===== src/rtl/vga_sync_gen.sv =====
// Raster timing generator: pixel prescaler, h/v position counters and registered sync/blank decode.
// Latency: all decoded outputs change on the same clk_d edge as pixel_x/pixel_y; free-running, no backpressure.
module vga_sync_gen #(
  parameter int H_VIS    = 640,
  parameter int H_FP     = 16,
  parameter int H_SYNC   = 96,
  parameter int H_BP     = 48,
  parameter int V_VIS    = 480,
  parameter int V_FP     = 10,
  parameter int V_SYNC   = 2,
  parameter int V_BP     = 33,
  parameter int PIX_DIV  = 1,
  parameter int SYNC_POL = 0
) (
  input  logic       clk_d,
  input  logic       rst_n,
  output logic       pix_tick,
  output logic [9:0] pixel_x,
  output logic [9:0] pixel_y,
  output logic       video_on,
  output logic       hsync,
  output logic       vsync,
  output logic       line_start,
  output logic       frame_start
);

  localparam logic [9:0] H_LAST   = 10'(H_VIS + H_FP + H_SYNC + H_BP - 1);
  localparam logic [9:0] V_LAST   = 10'(V_VIS + V_FP + V_SYNC + V_BP - 1);
  localparam logic [9:0] H_VIS_C  = 10'(H_VIS);
  localparam logic [9:0] V_VIS_C  = 10'(V_VIS);
  localparam logic [9:0] HS_BEG   = 10'(H_VIS + H_FP);
  localparam logic [9:0] HS_END   = 10'(H_VIS + H_FP + H_SYNC - 1);
  localparam logic [9:0] VS_BEG   = 10'(V_VIS + V_FP);
  localparam logic [9:0] VS_END   = 10'(V_VIS + V_FP + V_SYNC - 1);
  localparam logic [1:0] DIV_MAX  = 2'(PIX_DIV - 1);
  localparam logic       SYNC_ACT = (SYNC_POL != 0);

  logic [1:0] div_cnt;
  logic       run;
  logic       adv;
  logic       h_wrap;
  logic       v_wrap;
  logic [9:0] h_nxt;
  logic [9:0] v_nxt;

  assign pix_tick = (div_cnt == DIV_MAX);
  // The first edge after reset only loads the (0,0) decode; counting begins after it.
  assign adv      = pix_tick & run;
  assign h_wrap   = (pixel_x == H_LAST);
  assign v_wrap   = (pixel_y == V_LAST);

  always_comb begin
    h_nxt = pixel_x;
    v_nxt = pixel_y;
    if (adv) begin
      if (h_wrap) begin
        h_nxt = 10'd0;
        v_nxt = v_wrap ? 10'd0 : pixel_y + 10'd1;
      end else begin
        h_nxt = pixel_x + 10'd1;
      end
    end
  end

  // Decode from the next position so sync/blank carry zero skew against pixel_x/pixel_y.
  always_ff @(posedge clk_d or negedge rst_n) begin
    if (!rst_n) begin
      div_cnt     <= 2'd0;
      run         <= 1'b0;
      pixel_x     <= 10'd0;
      pixel_y     <= 10'd0;
      video_on    <= 1'b0;
      hsync       <= ~SYNC_ACT;
      vsync       <= ~SYNC_ACT;
      line_start  <= 1'b0;
      frame_start <= 1'b0;
    end else begin
      div_cnt     <= pix_tick ? 2'd0 : div_cnt + 2'd1;
      run         <= 1'b1;
      pixel_x     <= h_nxt;
      pixel_y     <= v_nxt;
      video_on    <= (h_nxt < H_VIS_C) && (v_nxt < V_VIS_C);
      hsync       <= ((h_nxt >= HS_BEG) && (h_nxt <= HS_END)) ? SYNC_ACT : ~SYNC_ACT;
      vsync       <= ((v_nxt >= VS_BEG) && (v_nxt <= VS_END)) ? SYNC_ACT : ~SYNC_ACT;
      line_start  <= adv & h_wrap;
      frame_start <= adv & h_wrap & v_wrap;
    end
  end

endmodule


===== config.mk =====
export PLATFORM = sky130hd
export DESIGN_NAME = vga_sync_gen
export DESIGN_NICKNAME = d
export VERILOG_FILES = /design/src/rtl/vga_sync_gen.sv
export SDC_FILE = /design/constraint.sdc
export NUM_CORES = 1
export LEC_CHECK = 0
export BUFFER_PORTS_ARGS = -buffer_cell sky130_fd_sc_hd__buf_4
export CORE_MARGIN = 8
export CORE_UTILIZATION = 30
export DETAILED_ROUTE_END_ITERATION = 8
export PLACE_DENSITY = 0.59
export RECOVER_POWER = 25
export SETUP_SLACK_MARGIN = 0.02
export SYNTH_ARGS = -nofsm -noshare
export SYNTH_HDL_FRONTEND = slang
export SYNTH_SLANG_ARGS = --single-unit

===== constraint.sdc =====
create_clock -name clk_d -period 3 [get_ports clk_d]
set_clock_uncertainty 0.2 [all_clocks]
set_input_delay 0.15 -clock clk_d [delete_from_list [all_inputs] [get_ports clk_d]]
set_output_delay 0.15 -clock clk_d [all_outputs]
set_load 0.05 [all_outputs]

## Word-level counts from Yosys, hierarchy flattened

Cells that the tools add are included.

- Register bits: 28
- Input port bits: 2
- Output and inout port bits: 26
- Word-level logic and storage cells: 35

- $add $sub $neg: 3
- Order comparisons: 6
- Eq/ne operators: 2
- Multiplexer cells: 8
- Bitwise gates (word level): 3
- Reductions and logical operators: 4

Operators with widths:

| operator | number |
|---|---|
| $mux 10 | 5 |
| $add 10x1->10 const B | 2 |
| $eq 10x10->1 const B | 2 |
| $ge 10x10->1 const B | 1 |
| $ge 10x9->1 const B | 1 |
| $le 10x10->1 const B | 1 |
| $le 10x9->1 const B | 1 |
| $lt 10x10->1 const B | 1 |
| $lt 10x9->1 const B | 1 |
| $and 1x1->1 | 3 |
| $logic_and 1x1->1 | 3 |
| $add 2x1->2 const B | 1 |
| $logic_not 2->1 | 1 |
| $mux 1 | 2 |
| $mux 2 | 1 |

## Longest topological paths before layout

- Depth in word-level cells: 7
- Depth in mapped cells: 9

## Least setup slack after synthesis

OpenSTA, ideal clock, no wires.

- Path kind: register to register
- From: register pixel_x[0]
- To: register vsync
- Arrival: 2500 ps
- Required time: 2706 ps
- Path slack: 206 ps
- Stages on the path, launching flop included: 9
- Path buffers: 0
- Period minus slack after synthesis: 2794 ps
- Cell sequence: dfrtp_1 ha_1 nand2_1 or4_4 clkinv_4 nand3b_2 a21oi_2 a31oi_1 or4b_1

- Cells in the longest elaborated chain, start to end: 6
- Elaborated cells between the ends (all ways): 7
- Those cells by class: 2 x order compare; 1 x eq/ne; 3 x mux; 1 x reduce/logical

Ends and longest elaborated chain:

| what | RTL line | text |
|---|---|---|
| start, declared | 18 | `output logic [9:0] pixel_x,` |
| start signal, assigned | 80 | `pixel_x <= h_nxt;` |
| $eq 10x10->1 (*) | 49 | `assign h_wrap = (pixel_x == H_LAST);` |
| $mux 10 (*) | 56 | `if (h_wrap) begin` |
| $mux 10 (*) | 55 | `if (adv) begin` |
| $ge 10x9->1 or $le 10x9->1 (tied branches) | 84 | `vsync <= ((v_nxt >= VS_BEG) && (v_nxt <= VS_END)) ? SYNC_ACT : ~SYNC_ACT;` |
| $logic_and 1x1->1 (*) | 84 |  |
| $mux 1 (*) | 84 |  |
| end signal, assigned | 74 | `vsync <= ~SYNC_ACT;` |
| end signal, assigned | 84 |  |
| end, declared | 22 | `output logic vsync,` |

Every way passes the cells marked *; elsewhere a longest branch is shown, timed or not.

## Final worst setup path

- From: register pixel_y[0]
- To: register vsync

- Cells in the longest elaborated chain, start to end: 7
- Elaborated cells between the ends (all ways): 9
- Those cells by class: 1 x add/sub; 2 x order compare; 1 x eq/ne; 4 x mux; 1 x reduce/logical

Ends and longest elaborated chain:

| what | RTL line | text |
|---|---|---|
| start, declared | 19 | `output logic [9:0] pixel_y,` |
| start signal, assigned | 81 | `pixel_y <= v_nxt;` |
| $add 10x1->10 or $eq 10x10->1 (tied branches) | 58, 50 |  |
| $mux 10 | 58 | `v_nxt = v_wrap ? 10'd0 : pixel_y + 10'd1;` |
| $mux 10 | 56 |  |
| $mux 10 (*) | 55 |  |
| $ge 10x9->1 or $le 10x9->1 (tied branches) | 84 |  |
| $logic_and 1x1->1 (*) | 84 |  |
| $mux 1 (*) | 84 |  |

Marks and branches as above.

==> qor.csv <==
metric,value,unit
row_count,26,
synthArstFlopShare,100.0,%
synth_flop_cell,dfrtp_1,
fillers,535,
r2r-end,vsync,
drt-vias-per-instance,4.903,
syn_area_per_cell,9.898,um^2
cts_buffer_depth,2,
place_area,1846,um^2
max_slew_margin,-3.891,%
fin_area,1907,um^2
grt_pass1_wl,6.120,mm
yosysSeqAreaShare,45.25,%
p_total,978.8,uW
max_freq,374.4,MHz
drt-pass1-iter-count,4,
cts_setup_buffers,0,
drt_iter0_markers,115,
ys_types,56,
outcome,"complete, but fails checks",
dieArea,7739,um^2
hold_viol,0,
pin_count,28,
antenna_found_initial,0,
hold_class,flop to flop,
rsz0062_at_grt,no,
die_w,87.97,um
path_clk_slew,0.10,ns
synth_edf_count,0,
min_to,div_cnt[0],
place_congestion,0.8025,
synth_seq_cells,28,
grt_start_max_net_pins,29,
seqCellArea,703.2,um^2
cp.arrival,2.67,ns
finalNonFillerCells,257,
start_util,30.82,%
syn-cell-area,1554,um^2
pwr-share-clk,24.4,%
grt_use_total,9.973,%
grt-ovfl-total,0,
synth_fp_nets,164,
violations,"capacitance limit, slew limit",
insertion_delay,0.27,ns
crit_buf_inv,0,
setup_tns,0,ns
worstMarginPinSlew,1.558,ns
num_antenna_cells,0,
end_kind,flop,
dp.cells,252,
die_h,87.97,um
synth_top_area_cell,dfrtp_1,
wl,3.683,mm
required,3.00,ns
layout_min_cycle_time,2.671,ns
ys_top_cells_by_count,"dfrtp_1, nand2_1, nand3_1",
netlist.area_leader.share,41.87,%
synth.most_common_cell,dfrtp_1,
r2r_cells,7,
slowest_stage,or4b_1,
slew_viol_final,29,
area_delta_synth_final,22.71,%
vias,1260,
worstPathCellList,"ha_1, and3_1, nand4_1, or3_1, a21oi_1, o2bb2ai_1, or4b_1",
post-dp-hpwl,2.716,mm
yosysWarnings,0,
startpoint_type,flop,
root_buffer,clkbuf_8,
finalSetupViolations,0,
seq_power_share,47.5,%
avgRoutedWirePerCell,14.33,um
cts_tree,yes,
critPathKind,flop to flop,
yosys-top-cells-area,"dfrtp_1, nand2_1, ha_1, xnor2_1, dfstp_2",
nNetsFinal,195,
p_int,614.0,uW
core,5042,um^2
multiInputGateArea,798.3,um^2
final_util,37.82,%
cts_made_buffers,3,
p_leak,0.0008208,uW
io_buffer_count,27,
cts_sinks,28,
drc,0,
cellPowerDensity,513.3,nW/um^2
combPwrFrac,28.2,%
vdd_drop_max,0.0003549,V
crit_family,simple AND/OR/NAND/NOR gates,
rr_startpoint,pixel_y[0],
ant_nets,0,
drive_above_1_share,25.67,%
grt_pass1_vias,1212,
swShare,37.27,%
finalCritPeriodShare,89.02,%
max_cap_violations,1,
holdPathStages,1,
critPathMaxStageDelay,0.54,ns
cts_resized,0,
hp-start,div_cnt[1],
netlist_instances,157,
h-tree-depth,1,
reg2reg_slack,0.33,ns
p_switching,364.9,uW
crit_fanout,8,
[final cells by class]
type / count / area share [%]
Clock buffer: 4 / 2.887
Tap cell: 70 / 4.593
Sequential cell: 28 / 36.88
Timing Repair Buffer: 31 / 12.14
Inverter: 7 / 1.640
Multi-Input combinational cell: 117 / 41.86
[placed cells by master, fill, tap and decap left out, types with 2 or more instances in the layout]
| cell | netlist | final |
|---|---|---|
| buf_4 | 0 | 29 |
| dfrtp_1 | 26 | 26 |
| nand2_1 | 17 | 17 |
| nand3_1 | 9 | 9 |
| nor2_1 | 7 | 7 |
| xnor2_1 | 7 | 7 |
| inv_1 | 6 | 6 |
| nand4_1 | 6 | 6 |
| o21ai_0 | 5 | 5 |
| xor2_1 | 5 | 5 |
| ha_1 | 5 | 5 |
| o21ai_1 | 4 | 4 |
| a21oi_1 | 4 | 4 |
| clkbuf_8 | 0 | 4 |
| and3_1 | 3 | 3 |
| nor3_1 | 3 | 3 |
| and2_1 | 2 | 2 |
| or3_1 | 2 | 2 |
| o311ai_0 | 2 | 2 |
| o22ai_1 | 2 | 2 |
| a31oi_1 | 2 | 2 |
| dfstp_2 | 2 | 2 |
[registers in the layout (all words and copies together), names as in the netlist]
name and flops:
line_start 1, pixel_y 10, run 1, frame_start 1, vsync 1, hsync 1, div_cnt 2, pixel_x 10
video_on 1
[how the worst max path moves through the flow]
| stage | endpoint | from | slack, ns | depth (start not counted) |
|---|---|---|---|---|
| CTS | vsync | pixel_y[1] | 0.33 | 7 |
| detailed placement | vsync | pixel_y[1] | 0.35 | 7 |
| finish | vsync | pixel_y[0] | 0.33 | 7 |
| global route | vsync | pixel_y[0] | 0.18 | 7 |
| global placement | vsync | pixel_y[1] | 0.34 | 7 |
| floorplan | vsync | pixel_x[0] | 0.21 | 8 |
[power groups by stage]
stage	clock network [uW]	registers (uW)	logic [uW]
2_1_floorplan	0	574	82.6
3_3_place_gp	0	470	278
3_5_place_dp	0	471	276
4_1_cts	249	464	279
5_1_grt	263	469	291
6_report	238	465	276
[layer usage]
metal / vias to the layer above / track usage (%) / part of all wire (%)
met5: - / 0 / 0
met4: 0 / 4.063 / 1.3
met3: 4 / 1.689 / 5.0
met2: 33 / 15.66 / 46
met1: 598 / 13.12 / 47
li1: 625 / - / -
[what timing repair did]
action                                 4_1_cts  5_1_grt
setup endpoints to repair                    0        0
hold buffers                                 1        0
endpoints found under the hold margin       28        0
[worst register-to-register path: stages, from the launching register on]
cell       delay, ns
dfrtp_1         0.50
ha_1            0.33
and3_1          0.30
nand4_1         0.13
or3_1           0.36
a21oi_1         0.14
o2bb2ai_1       0.09
or4b_1          0.54
[logic make-up (layout without fill, tap and decap cells)]
group | count (synthesis) | in the layout | synth area share [%]
other | 1 | 1 | 0.2413
XOR/XNOR | 12 | 12 | 6.763
multiplexers | 1 | 1 | 0.6441
flip-flops | 28 | 28 | 45.25
adder cells (fa/ha/maj) | 5 | 5 | 4.026
AO/OA/AOI/OAI | 30 | 30 | 12.80
buffers and inverters | 12 | 42 | 3.382
AND/OR/NAND/NOR | 68 | 68 | 26.89
[through the flow]
| step | worst slack [ns] | hold slack [ns] |
|---|---|---|
| finish | 0.3294 | 0.3211 |
| global placement | 0.3418 | -0.1071 |
| detailed placement | 0.3501 | -0.1003 |
| global route | 0.1839 | 0.3484 |
| CTS | 0.3333 | 0.1317 |
| floorplan | 0.2061 | -0.3456 |
No activity file was read; power rests on OpenSTA's default activity.
